### src/rtl/basilisk_mult_normalize.sv
// Output stage for one stream: MODE 0 pass-through, 1 single register, 2 skid (two entries).
// Latency 0/1/1 cycles; payload is held stable while out_vld && !out_rdy, occ reports held entries.
module basilisk_flow_stage #(
   parameter int MODE = 1,
   parameter int W    = 8
) (
   input  logic         clk,
   input  logic         rst,
   input  logic         in_vld,
   output logic         in_rdy,
   input  logic [W-1:0] in_dat,
   output logic         out_vld,
   input  logic         out_rdy,
   output logic [W-1:0] out_dat,
   output logic [1:0]   occ
);

   generate
      if (MODE == 0) begin : g_pass
         logic unused_clk_rst;
         assign unused_clk_rst = clk ^ rst;
         assign out_vld = in_vld;
         assign in_rdy  = out_rdy;
         assign out_dat = in_dat;
         assign occ     = 2'd0;
      end else if (MODE == 1) begin : g_reg
         logic         vld_q, vld_d;
         logic [W-1:0] dat_q, dat_d;

         always_comb begin
            vld_d = vld_q;
            dat_d = dat_q;
            if (!vld_q || out_rdy) begin
               vld_d = in_vld;
               dat_d = in_dat;
            end
         end

         always_ff @(posedge clk or negedge rst) begin
            if (!rst) begin
               vld_q <= 1'b0;
               dat_q <= '0;
            end else begin
               vld_q <= vld_d;
               dat_q <= dat_d;
            end
         end

         assign in_rdy  = !vld_q || out_rdy;
         assign out_vld = vld_q;
         assign out_dat = dat_q;
         assign occ     = {1'b0, vld_q};
      end else begin : g_skid
         logic         vld_q, vld_d, sk_vld_q, sk_vld_d;
         logic [W-1:0] dat_q, dat_d, sk_dat_q, sk_dat_d;

         // in_rdy comes only from the skid flop, so ready never depends on out_rdy combinationally.
         always_comb begin
            vld_d    = vld_q;
            dat_d    = dat_q;
            sk_vld_d = sk_vld_q;
            sk_dat_d = sk_dat_q;
            if (!vld_q || out_rdy) begin
               if (sk_vld_q) begin
                  vld_d    = 1'b1;
                  dat_d    = sk_dat_q;
                  sk_vld_d = 1'b0;
               end else begin
                  vld_d = in_vld;
                  dat_d = in_dat;
               end
            end else if (in_vld && !sk_vld_q) begin
               sk_vld_d = 1'b1;
               sk_dat_d = in_dat;
            end
         end

         always_ff @(posedge clk or negedge rst) begin
            if (!rst) begin
               vld_q    <= 1'b0;
               dat_q    <= '0;
               sk_vld_q <= 1'b0;
               sk_dat_q <= '0;
            end else begin
               vld_q    <= vld_d;
               dat_q    <= dat_d;
               sk_vld_q <= sk_vld_d;
               sk_dat_q <= sk_dat_d;
            end
         end

         assign in_rdy  = !sk_vld_q;
         assign out_vld = vld_q;
         assign out_dat = dat_q;
         assign occ     = {1'b0, vld_q} + {1'b0, sk_vld_q};
      end
   endgenerate

endmodule

// Normalizes and RNE-rounds a raw FP32 product (FTZ), steering it to writeback or the fused-add stage.
// Latency 2 (normalize, round) plus the output stage; strict in-order, stalls on either output or the macc cap.
module basilisk_mult_normalize #(
   parameter int OUTPUT_REGISTER_MODE = 1,
   parameter int MACC_MAX_OUTSTANDING = 4
) (
   input  logic        clk,
   input  logic        rst,
   input  logic        mult_operation_command_vld,
   output logic        mult_operation_command_rdy,
   input  logic        mult_operation_command_sign,
   input  logic [9:0]  mult_operation_command_exponent,
   input  logic [47:0] mult_operation_command_mantissa,
   input  logic        mult_operation_command_nan,
   input  logic        mult_operation_command_inf,
   input  logic        mult_operation_command_zero,
   input  logic        mult_operation_command_enable_macc,
   input  logic [31:0] mult_operation_command_c,
   input  logic [3:0]  mult_operation_command_conditions_c,
   input  logic [4:0]  mult_operation_command_dest_reg_addr,
   input  logic [7:0]  mult_operation_command_dest_offset_addr,
   output logic        mult_writeback_command_vld,
   input  logic        mult_writeback_command_rdy,
   output logic [4:0]  mult_writeback_command_dest_reg_addr,
   output logic [7:0]  mult_writeback_command_dest_offset_addr,
   output logic [31:0] mult_writeback_command_value,
   output logic        mult_add_command_vld,
   input  logic        mult_add_command_rdy,
   output logic [31:0] mult_add_command_a,
   output logic [31:0] mult_add_command_b,
   output logic [3:0]  mult_add_command_conditions_c,
   output logic [4:0]  mult_add_command_dest_reg_addr,
   output logic [7:0]  mult_add_command_dest_offset_addr,
   input  logic        macc_retire,
   output logic        macc_busy
);

   typedef struct packed {
      logic        sign;
      logic [10:0] exp;
      logic [45:0] m;
      logic        sticky;
      logic        nan;
      logic        inf;
      logic        zero;
      logic        macc;
      logic [31:0] c;
      logic [3:0]  cond;
      logic [4:0]  dest_reg;
      logic [7:0]  dest_off;
   } norm_t;

   typedef struct packed {
      logic        macc;
      logic [31:0] res;
      logic [31:0] c;
      logic [3:0]  cond;
      logic [4:0]  dest_reg;
      logic [7:0]  dest_off;
   } rnd_t;

   localparam int WB_W  = 45;
   localparam int ADD_W = 81;

   norm_t       s1_q, s1_d;
   rnd_t        s2_q, s2_d;
   logic        s1_vld_q, s1_vld_d, s2_vld_q, s2_vld_d;
   logic        s1_adv, s2_adv, s2_fire, in_fire;
   logic [3:0]  cnt_q, cnt_d;
   logic [4:0]  pending;
   logic        at_limit, add_hs, retire_ok;
   logic        wb_in_vld, wb_in_rdy, add_in_vld, add_in_rdy;
   logic [1:0]  wb_occ, add_occ;
   logic [WB_W-1:0]  wb_in_dat, wb_out_dat;
   logic [ADD_W-1:0] add_in_dat, add_out_dat;
   logic [22:0] frac;
   logic        guard, sticky, rnd_up;
   logic [23:0] frac_sum;
   logic [10:0] exp_r;
   logic [31:0] res;

   assign s2_adv  = !s2_vld_q || s2_fire;
   assign s1_adv  = !s1_vld_q || s2_adv;
   assign in_fire = mult_operation_command_vld && s1_adv;
   assign mult_operation_command_rdy = s1_adv;

   always_comb begin
      s1_vld_d = s1_vld_q;
      s1_d     = s1_q;
      if (s1_adv) begin
         s1_vld_d    = in_fire;
         s1_d.sign   = mult_operation_command_sign;
         s1_d.nan    = mult_operation_command_nan;
         s1_d.inf    = mult_operation_command_inf;
         s1_d.zero   = mult_operation_command_zero;
         s1_d.macc   = mult_operation_command_enable_macc;
         s1_d.c      = mult_operation_command_c;
         s1_d.cond   = mult_operation_command_conditions_c;
         s1_d.dest_reg = mult_operation_command_dest_reg_addr;
         s1_d.dest_off = mult_operation_command_dest_offset_addr;
         if (mult_operation_command_mantissa[47]) begin
            s1_d.exp    = {mult_operation_command_exponent[9], mult_operation_command_exponent} + 11'd1;
            s1_d.m      = mult_operation_command_mantissa[46:1];
            s1_d.sticky = mult_operation_command_mantissa[0];
         end else begin
            s1_d.exp    = {mult_operation_command_exponent[9], mult_operation_command_exponent};
            s1_d.m      = mult_operation_command_mantissa[45:0];
            s1_d.sticky = 1'b0;
         end
      end
   end

   // Round to nearest even on the 23-bit fraction below the hidden bit; flags win over arithmetic.
   always_comb begin
      frac     = s1_q.m[45:23];
      guard    = s1_q.m[22];
      sticky   = (|s1_q.m[21:0]) | s1_q.sticky;
      rnd_up   = guard & (sticky | frac[0]);
      frac_sum = {1'b0, frac} + {23'd0, rnd_up};
      exp_r    = s1_q.exp + {10'd0, frac_sum[23]};
      if (s1_q.nan)
         res = 32'h7FC0_0000;
      else if (s1_q.inf)
         res = {s1_q.sign, 8'hFF, 23'd0};
      else if (s1_q.zero)
         res = {s1_q.sign, 31'd0};
      else if ($signed(exp_r) >= 11'sd255)
         res = {s1_q.sign, 8'hFF, 23'd0};
      else if ($signed(exp_r) <= 11'sd0)
         res = {s1_q.sign, 31'd0};
      else
         res = {s1_q.sign, exp_r[7:0], frac_sum[22:0]};
   end

   always_comb begin
      s2_vld_d = s2_vld_q;
      s2_d     = s2_q;
      if (s2_adv) begin
         s2_vld_d    = s1_vld_q;
         s2_d.macc   = s1_q.macc;
         s2_d.res    = res;
         s2_d.c      = s1_q.c;
         s2_d.cond   = s1_q.cond;
         s2_d.dest_reg = s1_q.dest_reg;
         s2_d.dest_off = s1_q.dest_off;
      end
   end

   // An op only leaves when the other output holds nothing, which keeps both streams in program order.
   assign pending    = {1'b0, cnt_q} + {3'b000, add_occ};
   assign at_limit   = pending >= 5'(MACC_MAX_OUTSTANDING);
   assign add_in_vld = s2_vld_q && s2_q.macc && !at_limit && (wb_occ == 2'd0);
   assign wb_in_vld  = s2_vld_q && !s2_q.macc && (add_occ == 2'd0);
   assign s2_fire    = (add_in_vld && add_in_rdy) || (wb_in_vld && wb_in_rdy);
   assign wb_in_dat  = {s2_q.dest_reg, s2_q.dest_off, s2_q.res};
   assign add_in_dat = {s2_q.res, s2_q.c, s2_q.cond, s2_q.dest_reg, s2_q.dest_off};

   assign add_hs    = mult_add_command_vld && mult_add_command_rdy;
   assign retire_ok = macc_retire && (cnt_q != 4'd0);

   always_comb begin
      cnt_d = cnt_q;
      if (add_hs && !retire_ok)
         cnt_d = cnt_q + 4'd1;
      else if (!add_hs && retire_ok)
         cnt_d = cnt_q - 4'd1;
   end

   assign macc_busy = (cnt_q != 4'd0);

   always_ff @(posedge clk or negedge rst) begin
      if (!rst) begin
         s1_vld_q <= 1'b0;
         s2_vld_q <= 1'b0;
         s1_q     <= '0;
         s2_q     <= '0;
         cnt_q    <= 4'd0;
      end else begin
         s1_vld_q <= s1_vld_d;
         s2_vld_q <= s2_vld_d;
         s1_q     <= s1_d;
         s2_q     <= s2_d;
         cnt_q    <= cnt_d;
      end
   end

   a_retire_underflow: assert property (@(posedge clk) disable iff (!rst)
      !(macc_retire && (cnt_q == 4'd0)));

   basilisk_flow_stage #(.MODE(OUTPUT_REGISTER_MODE), .W(WB_W)) u_wb_stage (
      .clk     (clk),
      .rst     (rst),
      .in_vld  (wb_in_vld),
      .in_rdy  (wb_in_rdy),
      .in_dat  (wb_in_dat),
      .out_vld (mult_writeback_command_vld),
      .out_rdy (mult_writeback_command_rdy),
      .out_dat (wb_out_dat),
      .occ     (wb_occ)
   );

   basilisk_flow_stage #(.MODE(OUTPUT_REGISTER_MODE), .W(ADD_W)) u_add_stage (
      .clk     (clk),
      .rst     (rst),
      .in_vld  (add_in_vld),
      .in_rdy  (add_in_rdy),
      .in_dat  (add_in_dat),
      .out_vld (mult_add_command_vld),
      .out_rdy (mult_add_command_rdy),
      .out_dat (add_out_dat),
      .occ     (add_occ)
   );

   assign {mult_writeback_command_dest_reg_addr, mult_writeback_command_dest_offset_addr,
           mult_writeback_command_value} = wb_out_dat;
   assign {mult_add_command_a, mult_add_command_b, mult_add_command_conditions_c,
           mult_add_command_dest_reg_addr, mult_add_command_dest_offset_addr} = add_out_dat;

endmodule

### config.mk
export PLATFORM = sky130hd
export DESIGN_NAME = basilisk_mult_normalize
export DESIGN_NICKNAME = d
export VERILOG_FILES = /design/src/rtl/basilisk_mult_normalize.sv
export SDC_FILE = /design/constraint.sdc
export NUM_CORES = 1
export LEC_CHECK = 0
export CAP_MARGIN = 20
export CORE_UTILIZATION = 53
export DETAILED_ROUTE_END_ITERATION = 6
export PLACE_DENSITY = 0.8
export SKIP_LAST_GASP = 1
export SYNTH_ARGS = -nofsm -noshare
export SYNTH_HDL_FRONTEND = slang
export SYNTH_SLANG_ARGS = --single-unit
### constraint.sdc
create_clock -name clk -period 4 [get_ports clk]
set_clock_uncertainty 0.2 [all_clocks]
set_input_delay 0.4 -clock clk [delete_from_list [all_inputs] [get_ports clk]]
set_output_delay 0.4 -clock clk [all_outputs]
set_load 0.01 [all_outputs]
* Word-level counts from Yosys, hierarchy flattened
Index checks and enable logic that the tools add are counted.
** Word-level totals
- Input bits :: 118
- Logic and storage cells :: 75
- Output and inout port bits :: 130
- Register bits :: 328
** Cells by class
- Add/subtract/negate cells :: 6
- Bitwise operators :: 3
- Multiplexer cells :: 8
- Order comparisons :: 3
- Reduce and logical (&&, ||, !) cells :: 30
** Operators with widths (number)
- $mux W31 :: 4
- $mux W58 :: 1
- $mux W32 :: 1
- $add A23 B1 Y24 :: 1
- $reduce_or A22 Y1 :: 1
- $logic_and A1 B1 Y1 :: 12
- $add A10 B2 Y11 const B :: 1
- $add A11 B1 Y11 :: 1
- $ge A11 B9 Y1 const B :: 1
- $le A11 B1 Y1 const B :: 1
- $logic_not A1 Y1 :: 8
- $mux W4 :: 2
- $add A4 B1 Y5 :: 1
- $ge A5 B3 Y1 const B :: 1
- $logic_or A1 B1 Y1 :: 5
- $add A4 B1 Y4 const B :: 1
- $logic_not A2 Y1 :: 2
- $reduce_bool A4 Y1 :: 1
- $sub A4 B1 Y4 const B :: 1
- $or A1 B1 Y1 :: 2
- $reduce_bool A2 Y1 :: 1
- $and A1 B1 Y1 :: 1

* Longest topological paths before layout
Gate-level depths: netlist of run 1.
- Word-level depth :: 12
- Mapped depth :: 16
- Depth with buffers taken out :: 13

* By module
From an unflattened synthesis of run 1, not the netlist that was laid out.
** Unflattened totals
- Cells, all modules :: 1139
- Area total of the unflattened synthesis :: 14347.5 um^2
** By module, submodules not included
- basilisk_mult_normalize :: instances 1, area an instance 9072.5 um^2, cells each 861, sequential area each 5004.8 um^2
- basilisk_flow_stage at u_add_stage :: instances 1, area an instance 3423.3 um^2, cells each 177, sequential area each 2052.0 um^2
- basilisk_flow_stage at u_wb_stage :: instances 1, area an instance 1851.8 um^2, cells each 101, sequential area each 1151.1 um^2

* Worst setup path before layout of run 1
OpenSTA, ideal clock, no wires.
- Kind :: reg2reg
- From :: register s1_q (netlist bit frac[2])
- To :: register s2_q (netlist bit add_in_dat[57])
- Path buffers :: 3
- Data arrival time :: 2.961 ns
- Setup slack :: 0.747 ns
- Cell stages (with the launch flop) :: 17
- Clock period less this slack :: 3.253 ns
- Path through :: dfrtp_1 > nand4_1 > or2_2 > buf_2 > nor2_1 > nand4_1 > nor2_1 > ha_1 > ha_1 > nand3_1 > nor3_1 > xnor2_1 > nand2b_1 > buf_2 > nand4b_4 > buf_6 > o31ai_2
** Between the ends
- Longest elaborated chain between the ends :: 8
** Ends and longest elaborated chain
- from (decl) :: RTL line 165 : norm_t s1_q, s1_d;
- from (signal assigned) :: RTL line 275 : s1_q <= '0;
- from (signal assigned) :: RTL line 281 : s1_q <= s1_d;
- $add A23 B1 Y24 (*) :: RTL line 219 : frac_sum = {1'b0, frac} + {23'd0, rnd_up};
- $add A11 B1 Y11 :: RTL line 220 : exp_r = s1_q.exp + {10'd0, frac_sum[23]};
- $le A11 B1 Y1 :: RTL line 229 : else if ($signed(exp_r) <= 11'sd0)
- $mux W31 :: RTL line 229
- $mux W31 (*) :: RTL line 227 : else if ($signed(exp_r) >= 11'sd255)
- $mux W31 (*) :: RTL line 225 : else if (s1_q.zero)
- $mux W31 (*) :: RTL line 223 : else if (s1_q.inf)
- $mux W32 (*) :: RTL line 221 : if (s1_q.nan)
- to (signal assigned) :: RTL line 276 : s2_q <= '0;
- to (signal assigned) :: RTL line 282 : s2_q <= s2_d;
- to (decl) :: RTL line 166 : rnd_t s2_q, s2_d;
Every way passes the cells marked *; elsewhere a longest branch is shown, timed or not.
A chain may end at the register's enable or synchronous reset.

* Final worst setup path of run 1
- From :: register cnt_q[0]
- To :: output port mult_operation_command_rdy
** Between the ends
- Longest elaborated chain between the ends :: 9
** Ends and longest elaborated chain
- from (decl) :: RTL line 169 : logic [3:0] cnt_q, cnt_d;
- from (signal assigned) :: RTL line 283 : cnt_q <= cnt_d;
- $add A4 B1 Y5 :: RTL line 250 : assign pending = {1'b0, cnt_q} + {3'b000, add_occ};
- $ge A5 B3 Y1 :: RTL line 251 : assign at_limit = pending >= 5'(MACC_MAX_OUTSTANDING);
- $logic_not A1 Y1 :: RTL line 252 : assign add_in_vld = s2_vld_q && s2_q.macc && !at_limit && (wb_occ == 2'd0);
- $logic_and A1 B1 Y1 (2 in a row) :: RTL line 252
- $logic_and A1 B1 Y1 :: RTL line 254 : assign s2_fire = (add_in_vld && add_in_rdy) || (wb_in_vld && wb_in_rdy);
- $logic_or A1 B1 Y1 :: RTL line 254
- $logic_or A1 B1 Y1 :: RTL line 182 : assign s2_adv = !s2_vld_q || s2_fire;
- $logic_or A1 B1 Y1 :: RTL line 183 : assign s1_adv = !s1_vld_q || s2_adv;
- to (decl) :: RTL line 110 : output logic mult_operation_command_rdy,
Every way passes these cells.

==> run metrics, run 1 <==
cell area after synthesis=13900 µm²; drt via density=5.41; Yosys reg bits=328; share of the synthesized area in the top cell type=58.9%; crit path time final=3.70 ns; row count=58; Area contributors post-synth=dfrtp_1 (59%), mux2_2 (15%), nand2_1 (5.4%); Reg area=8210 µm²; Max-Cap Viols=0; DRC=0; global route overflow=0; WL final=31.3 mm; first-pass GRT wire length=50.5 mm; Ports=248; die height=164 µm; slew margin rel.=29.5%; Final ANT Viol Nets=0; initial antenna violation count=2; layout net count=1503; worst skew pair latency=0.51 ns; H-tree depth=2; Die W=164 µm; setup total negative slack=0 ns; Post-Syn Nets=1265; share of cells above drive strength 1=20.6%; Post-synth EDFFs=0; routability congestion estimate=0.895; hold path endpoint=s1_q[101]; power per cell area=788 nW/µm²; total core area=25500 µm²; pin count of the biggest net entering global routing=124; CTS tree=yes; DRT met1 WL=13.4 mm; post-DR wirelength/cell=18.1 µm; worst r2r dst=add_in_dat[51]; YS warnings=0; max-slew violations=0; hold path depth=3; HPWL reported at the end of detailed placement=21.4 mm; PortBufs=247; # setup viols final=0; final hold viol count=0; Crit Reg-Reg Startpoint=frac[2]; Multi-input gate area=5410 µm²; period utilization=92.6%; Syn Inst Count=1137; Reg2Reg Depth=15; RSZ-0062 raised after global routing=false; overall power=0.0141 W; reg-to-reg slack, setup=0.37 ns; ys async rst share=100%; hold wc startpoint=mult_operation_command_mantissa[47]; post-synth top area cell=dfrtp_1; Max Clk Rate=270 MHz; Worst EP required=3.40 ns; Peak supply drop=0.484 mV; worst-path maximum fanout=67; DRT Pass-1 Iters=4; Tot GR Track Use=24.1%; vias in the first global route=9650; register area share after synthesis=58.9%; Starting Density=54.7%; worst min path class=input pin to register; Leak=7.85 nW; most used flip-flop cell after synthesis=dfrtp_1; CP endpoint kind=primary output; clock sink count=328; status=complete, no violations; area growth from synthesis to layout=28.3%; met2 wire len=15.5 mm; post-CTS setup buffer count=0; post-synthesis average cell area=12.2 µm²; Setup CP Type=register to primary output; vias=9356; top sig layer=met4; worst slew pin tran=1.06 ns; fill count=1797; Max Root-Sink Buffers=3; Hold Slack=0.158 ns; Met3 Routed Length=1.54 mm; post-synth cell types=56; Startpoint Class=register; iteration-0 DRC count of the detailed router=577; Root Buffer=clkbuf_16; CP Data Arrival Time=3.10 ns; CTS buffer count=35; register clock-pin slew on the reported worst setup and hold paths=0.06 ns; die area=26900 µm²
-- cells in the final DEF, fill, tap and decap left out, types with 4 or more instances in the layout --
cell / synthesis / routed
xor2_1: 22 / 22
clkbuf_16: 0 / 36
clkbuf_1: 16 / 6
nor4_1: 5 / 5
and3_1: 6 / 6
and4_1: 5 / 5
mux2i_1: 50 / 50
nor2_1: 71 / 70
nand3_1: 16 / 16
ha_1: 9 / 9
dfrtp_1: 328 / 328
buf_4: 1 / 15
a21oi_1: 69 / 69
nand2b_1: 7 / 6
nor3_1: 5 / 5
xnor2_1: 18 / 18
nand2_1: 199 / 199
clkbuf_8: 0 / 9
o22a_1: 7 / 7
o21ai_0: 4 / 4
o31ai_2: 18 / 18
nand4_1: 11 / 11
mux2_2: 181 / 181
clkdlybuf4s50_1: 0 / 245
-- flip-flops by register name (all words and copies together) (netlist names), 4 cells and up --
signal,cells
cnt_q,4
u_add_stage.out_dat,81
frac,23
add_in_dat,81
u_wb_stage.out_dat,45
s1_q,88
-- cells in the mapped netlist, drive strengths merged, types with 2 or more instances --
| library cell | instances |
|---|---|
| nand4 | 12 |
| ha | 9 |
| o31ai | 21 |
| xor2 | 22 |
| and2 | 3 |
| nand2 | 200 |
| nand3 | 16 |
| o22a | 7 |
| or3 | 3 |
| nor2b | 2 |
| and4 | 5 |
| nor2 | 72 |
| xnor2 | 18 |
| a21o | 3 |
| a31oi | 2 |
| nor3 | 6 |
| o21ai | 6 |
| nor4 | 5 |
| buf | 45 |
| mux2i | 50 |
| a21oi | 69 |
| nand2b | 7 |
| dlygate4sd1 | 2 |
| clkbuf | 17 |
| dfrtp | 328 |
| mux2 | 181 |
| o41ai | 2 |
| nand3b | 2 |
| inv | 3 |
| and3 | 6 |
-- cell families (layout without fill, tap and decap cells) --
kind of cell / after synthesis / in the layout / share of synthesized area (%)
AO/OA/AOI/OAI: 118 / 118 / 6.03
XOR/XNOR: 40 / 40 / 2.52
adder cells (fa/ha/maj): 10 / 10 / 0.952
buffers and inverters: 68 / 328 / 2.59
flip-flops: 328 / 328 / 58.9
multiplexers: 231 / 231 / 18.2
other: 0 / 3 / 0
AND/OR/NAND/NOR: 342 / 342 / 10.8
-- critical path: stages (launching register included) --
cell and delay [ns]:
dfrtp_1 0.45, ha_1 0.23, ha_1 0.19, and2_1 0.16
a21oi_1 0.39, o41a_4 0.33, nand2_8 0.25, clkdlybuf4s50_1 0.58
-- layout make-up --
class,count,share of cell area [%]
diodes,3,0.0420
clock buffers,51,5.86
clock inverters,8,0.609
inverters,3,0.0630
multi-input cells,741,30.3
flip-flops and latches,328,45.9
well taps,330,2.31
repair buffers,266,14.9
-- repair_timing --
item | in CTS | in global routing
gates resized for setup | 0 | 2
hold buffers | 1 | 0
endpoints found under the setup margin | 0 | 22
endpoints found under the hold margin | 116 | 0
-- report_power, final --
group	leakage (nW)	total [W]	switching [W]	internal, W
combinational	3.31	0.00518	0.00264	0.00254
clock	0.571	0.00321	0.00126	0.00195
sequential	3.97	0.00569	0.000973	0.00472
-- routing by layer --
| metal | vias to the layer above | GRT usage (%) |
|---|---|---|
| met1 | 4654 | 31.6 |
| met5 | - | 0 |
| li1 | 4392 | - |
| met3 | 67 | 4.37 |
| met4 | 0 | 9.05 |
| met2 | 243 | 39.9 |
-- metrics by stage --
| stage | utilization (%) | cells | worst slack [ns] | cell area (µm²) |
|---|---|---|---|---|
| global route | 70.1 | 1729 | 0.0417 | 17900 |
| CTS | 70.1 | 1727 | 0.250 | 17900 |
| detailed placement | 65.5 | 1667 | 0.238 | 16700 |
| global placement | 65.5 | 1667 | 0.419 | 16700 |
| floorplan | - | 1137 | 0.747 | 13900 |
| finish | 70.1 | 1730 | 0.296 | 17900 |
-- how the worst max path moves through the flow --
stage | slack (ns) | endpoint | cells past startpoint | from
final | 0.30 | mult_operation_command_rdy | 7 | cnt_q[0]
after global routing | 0.04 | add_in_dat[64] | 14 | frac[2]
after CTS | 0.25 | add_in_dat[49] | 14 | frac[2]
after detailed placement | 0.24 | add_in_dat[49] | 14 | frac[2]
after floorplan | 0.75 | add_in_dat[57] | 16 | frac[2]
after global placement | 0.42 | add_in_dat[49] | 14 | frac[2]
Note: power is estimated with default switching activity, not from simulation.
==> run 2, diff against run 1 <==
Clock period 4 ns to 3.8 ns, I/O delays scaled along.
==> run 2 against run 1 <==
Critical path depth grew 7; sequential share of layout area shrank 0.32 points; clock-buffer cell count shrank 2; design area grew 0.70%; clock power grew 4%; routed wire length shrank 0.87%; combinational power grew 7.5%; non-clock buffer count grew 1; setup slack lost 0.053 ns; die area is the same; critical path type is now register to register; largest power group unchanged.
==> run metrics, run 2 (synthesized netlist as in run 1, its figures left out) <==
Finished Layout Cells=1735 (was 1730); row count=58 (unchanged); Root Buffer=clkbuf_16 (unchanged); Worst EP required=4.01 ns (was 3.40 ns); worst r2r dst=add_in_dat[51] (unchanged); Max-Cap Viols=0 (unchanged); iteration-0 DRC count of the detailed router=599 (was 577); Setup CP Type=register to register (was register to primary output); die area=26900 µm² (unchanged); CP Data Arrival Time=3.76 ns (was 3.10 ns); Tot GR Track Use=23.9% (was 24.1%); clock sink count=328 (unchanged); slew margin rel.=47.4% (was 29.5%); worst min path class=input pin to register (unchanged); register clock-pin slew on the reported worst setup and hold paths=0.06 ns (about the same); placed cell count=1664 (was 1667); CTS tree=yes (unchanged); Die W=164 µm (unchanged); Final ANT Viol Nets=0 (unchanged); Reg2Reg Depth=14 (was 15); global route overflow=0 (unchanged); H-tree depth=2 (unchanged); crit path to=add_in_dat[51] (was mult_operation_command_rdy); crit path time final=3.56 ns; Top reg by flops=s1_q (unchanged); die height=164 µm (unchanged); share of cells above drive strength 1=21.0% (was 20.6%); Crit Reg-Reg Startpoint=guard (was frac[2]); GR met1 Demand/Resource=31.2% (was 31.6%); Startpoint Class=register (unchanged); initial antenna violation count=2 (unchanged); vias in the first global route=9530 (was 9650); reg-to-reg slack, setup=0.24 ns (was 0.37 ns); Starting Density=54.7% (unchanged); Peak supply drop=0.750 mV (was 0.484 mV); post-DR wirelength/cell=17.9 µm (was 18.1 µm); total core area=25500 µm² (unchanged); Most Crowded Layer GR=met2 (unchanged); pre-CTS setup slack=-0.144 ns (was 0.238 ns); Leak=7.89 nW (was 7.85 nW); met2 Usage GRT=39.8% (was 39.9%); first-pass GRT wire length=50.1 mm (was 50.5 mm); Ports=248 (unchanged); layout net count=1507 (was 1503); HPWL reported at the end of detailed placement=20.7 mm (was 21.4 mm); pin count of the biggest net entering global routing=119 (was 124); most common cell after layout, fill and taps aside=dfrtp_1 (unchanged); # setup viols final=0 (unchanged); area growth from synthesis to layout=29.2% (was 28.3%); most frequent cells in the layout=dfrtp_1 (328), clkdlybuf4s50_1 (245), nand2_1 (199), mux2_2 (181), nor2_1 (70) (unchanged); max FFs per register=88 (unchanged); setup total negative slack=0 ns (unchanged); CTS buffer count=36 (was 35); CP endpoint kind=register (was primary output); drt via density=5.41 (about the same); max-slew violations=0 (unchanged); Final WS setup=0.243 ns (was 0.296 ns); worst-path maximum fanout=11 (was 67); final hold viol count=0 (unchanged); DRC=0 (unchanged); power per cell area=828 nW/µm² (was 788 nW/µm²); fill count=1751 (was 1797); Max Clk Rate=281 MHz; vias=9383 (was 9356); routability congestion estimate=0.883 (was 0.895); Setup crit start=guard (was cnt_q[0]); status=complete, no violations (unchanged); period utilization=93.6%; WL final=31.0 mm (was 31.3 mm); worst slew pin tran=0.787 ns (was 1.06 ns); Hold Slack=0.258 ns (was 0.158 ns); DRT Pass-1 Iters=5 (was 4); Max Root-Sink Buffers=3 (unchanged); worst skew pair latency=0.50 ns (was 0.51 ns); GRT met3 Usage=4.19% (was 4.37%); PortBufs=247 (unchanged)
[run 2: cell types whose count changed in the layout (fill, tap and decap cells not counted), moves of 2 or more]
cell        before  now
buf_12           3    8
buf_4           15   11
clkbuf_8         9    5
clkinv_2         3    6
clkinvlp_4       0    2
nand4b_4         1    3
[run 2: routing by layer]
metal,wire length [µm],vias up
li1,-,4428
met1,13100,4642
met2,15400,254
met3,1490,59
met4,1000,0
met5,0,-
[run 2: cell type report]
| cell class | count | area [µm²] | area share, % |
|---|---|---|---|
| Tap cell | 330 | 413 | 2.30 |
| Inverter | 3 | 11.3 | 0.0626 |
| Antenna cell | 2 | 5.00 | 0.0278 |
| Sequential cell | 328 | 8210 | 45.6 |
| Multi-Input combinational cell | 743 | 5470 | 30.4 |
| Clock buffer | 49 | 1020 | 5.68 |
| Timing Repair Buffer | 267 | 2730 | 15.1 |
| Clock inverter | 13 | 131 | 0.730 |
[run 2: worst min path at each step]
stage,slack (ns),from,cells past startpoint,end
finish,0.26,mult_operation_command_vld,2,s1_vld_q
global route,0.26,mult_operation_command_vld,2,s1_vld_q
CTS,0.24,mult_operation_command_vld,2,s1_vld_q
detailed placement,0.25,add_in_dat[37],2,add_in_dat[37]
global placement,0.24,add_in_dat[35],2,add_in_dat[35]
floorplan,-0.12,rst,0,add_in_dat[0]
[run 2: worst max-delay path, stage by stage (launching register included)]
cell,delay [ns]
dfrtp_1,0.40
nand4_1,0.14
or2_2,0.39
nor2_2,0.18
nand4_1,0.14
nor2_1,0.18
ha_2,0.24
ha_1,0.17
nand3_1,0.12
nor3_1,0.24
xnor2_1,0.19
nand2b_2,0.20
nand4b_4,0.23
buf_12,0.21
o31ai_1,0.23
[run 2: metrics by stage]
| stage | utilization [%] | instance area, µm² | power (W) |
|---|---|---|---|
| 6_report | 70.6 | 18000 | 0.0149 |
| 5_1_grt | 70.6 | 18000 | 0.0159 |
| 4_1_cts | 70.3 | 17900 | 0.0150 |
| 3_5_place_dp | 65.6 | 16700 | 0.0115 |
| 3_3_place_gp | 65.6 | 16700 | 0.0113 |
| 2_1_floorplan | - | 13900 | 0.00935 |
[run 2: what timing repair did]
action,CTS,global route
setup buffers,1,3
hold endpoints to repair,90,0
resized for setup,1,5
hold buffers,1,0
setup endpoints to repair,21,23
cloned,1,1
pin swaps,2,1
[run 2: report_power, final]
part	internal, W	switching [W]	total, W
Sequential	0.00497	0.00101	0.00598
Clock	0.00202	0.00133	0.00335
Combinational	0.00275	0.00282	0.00557
Total	0.00974	0.00516	0.0149
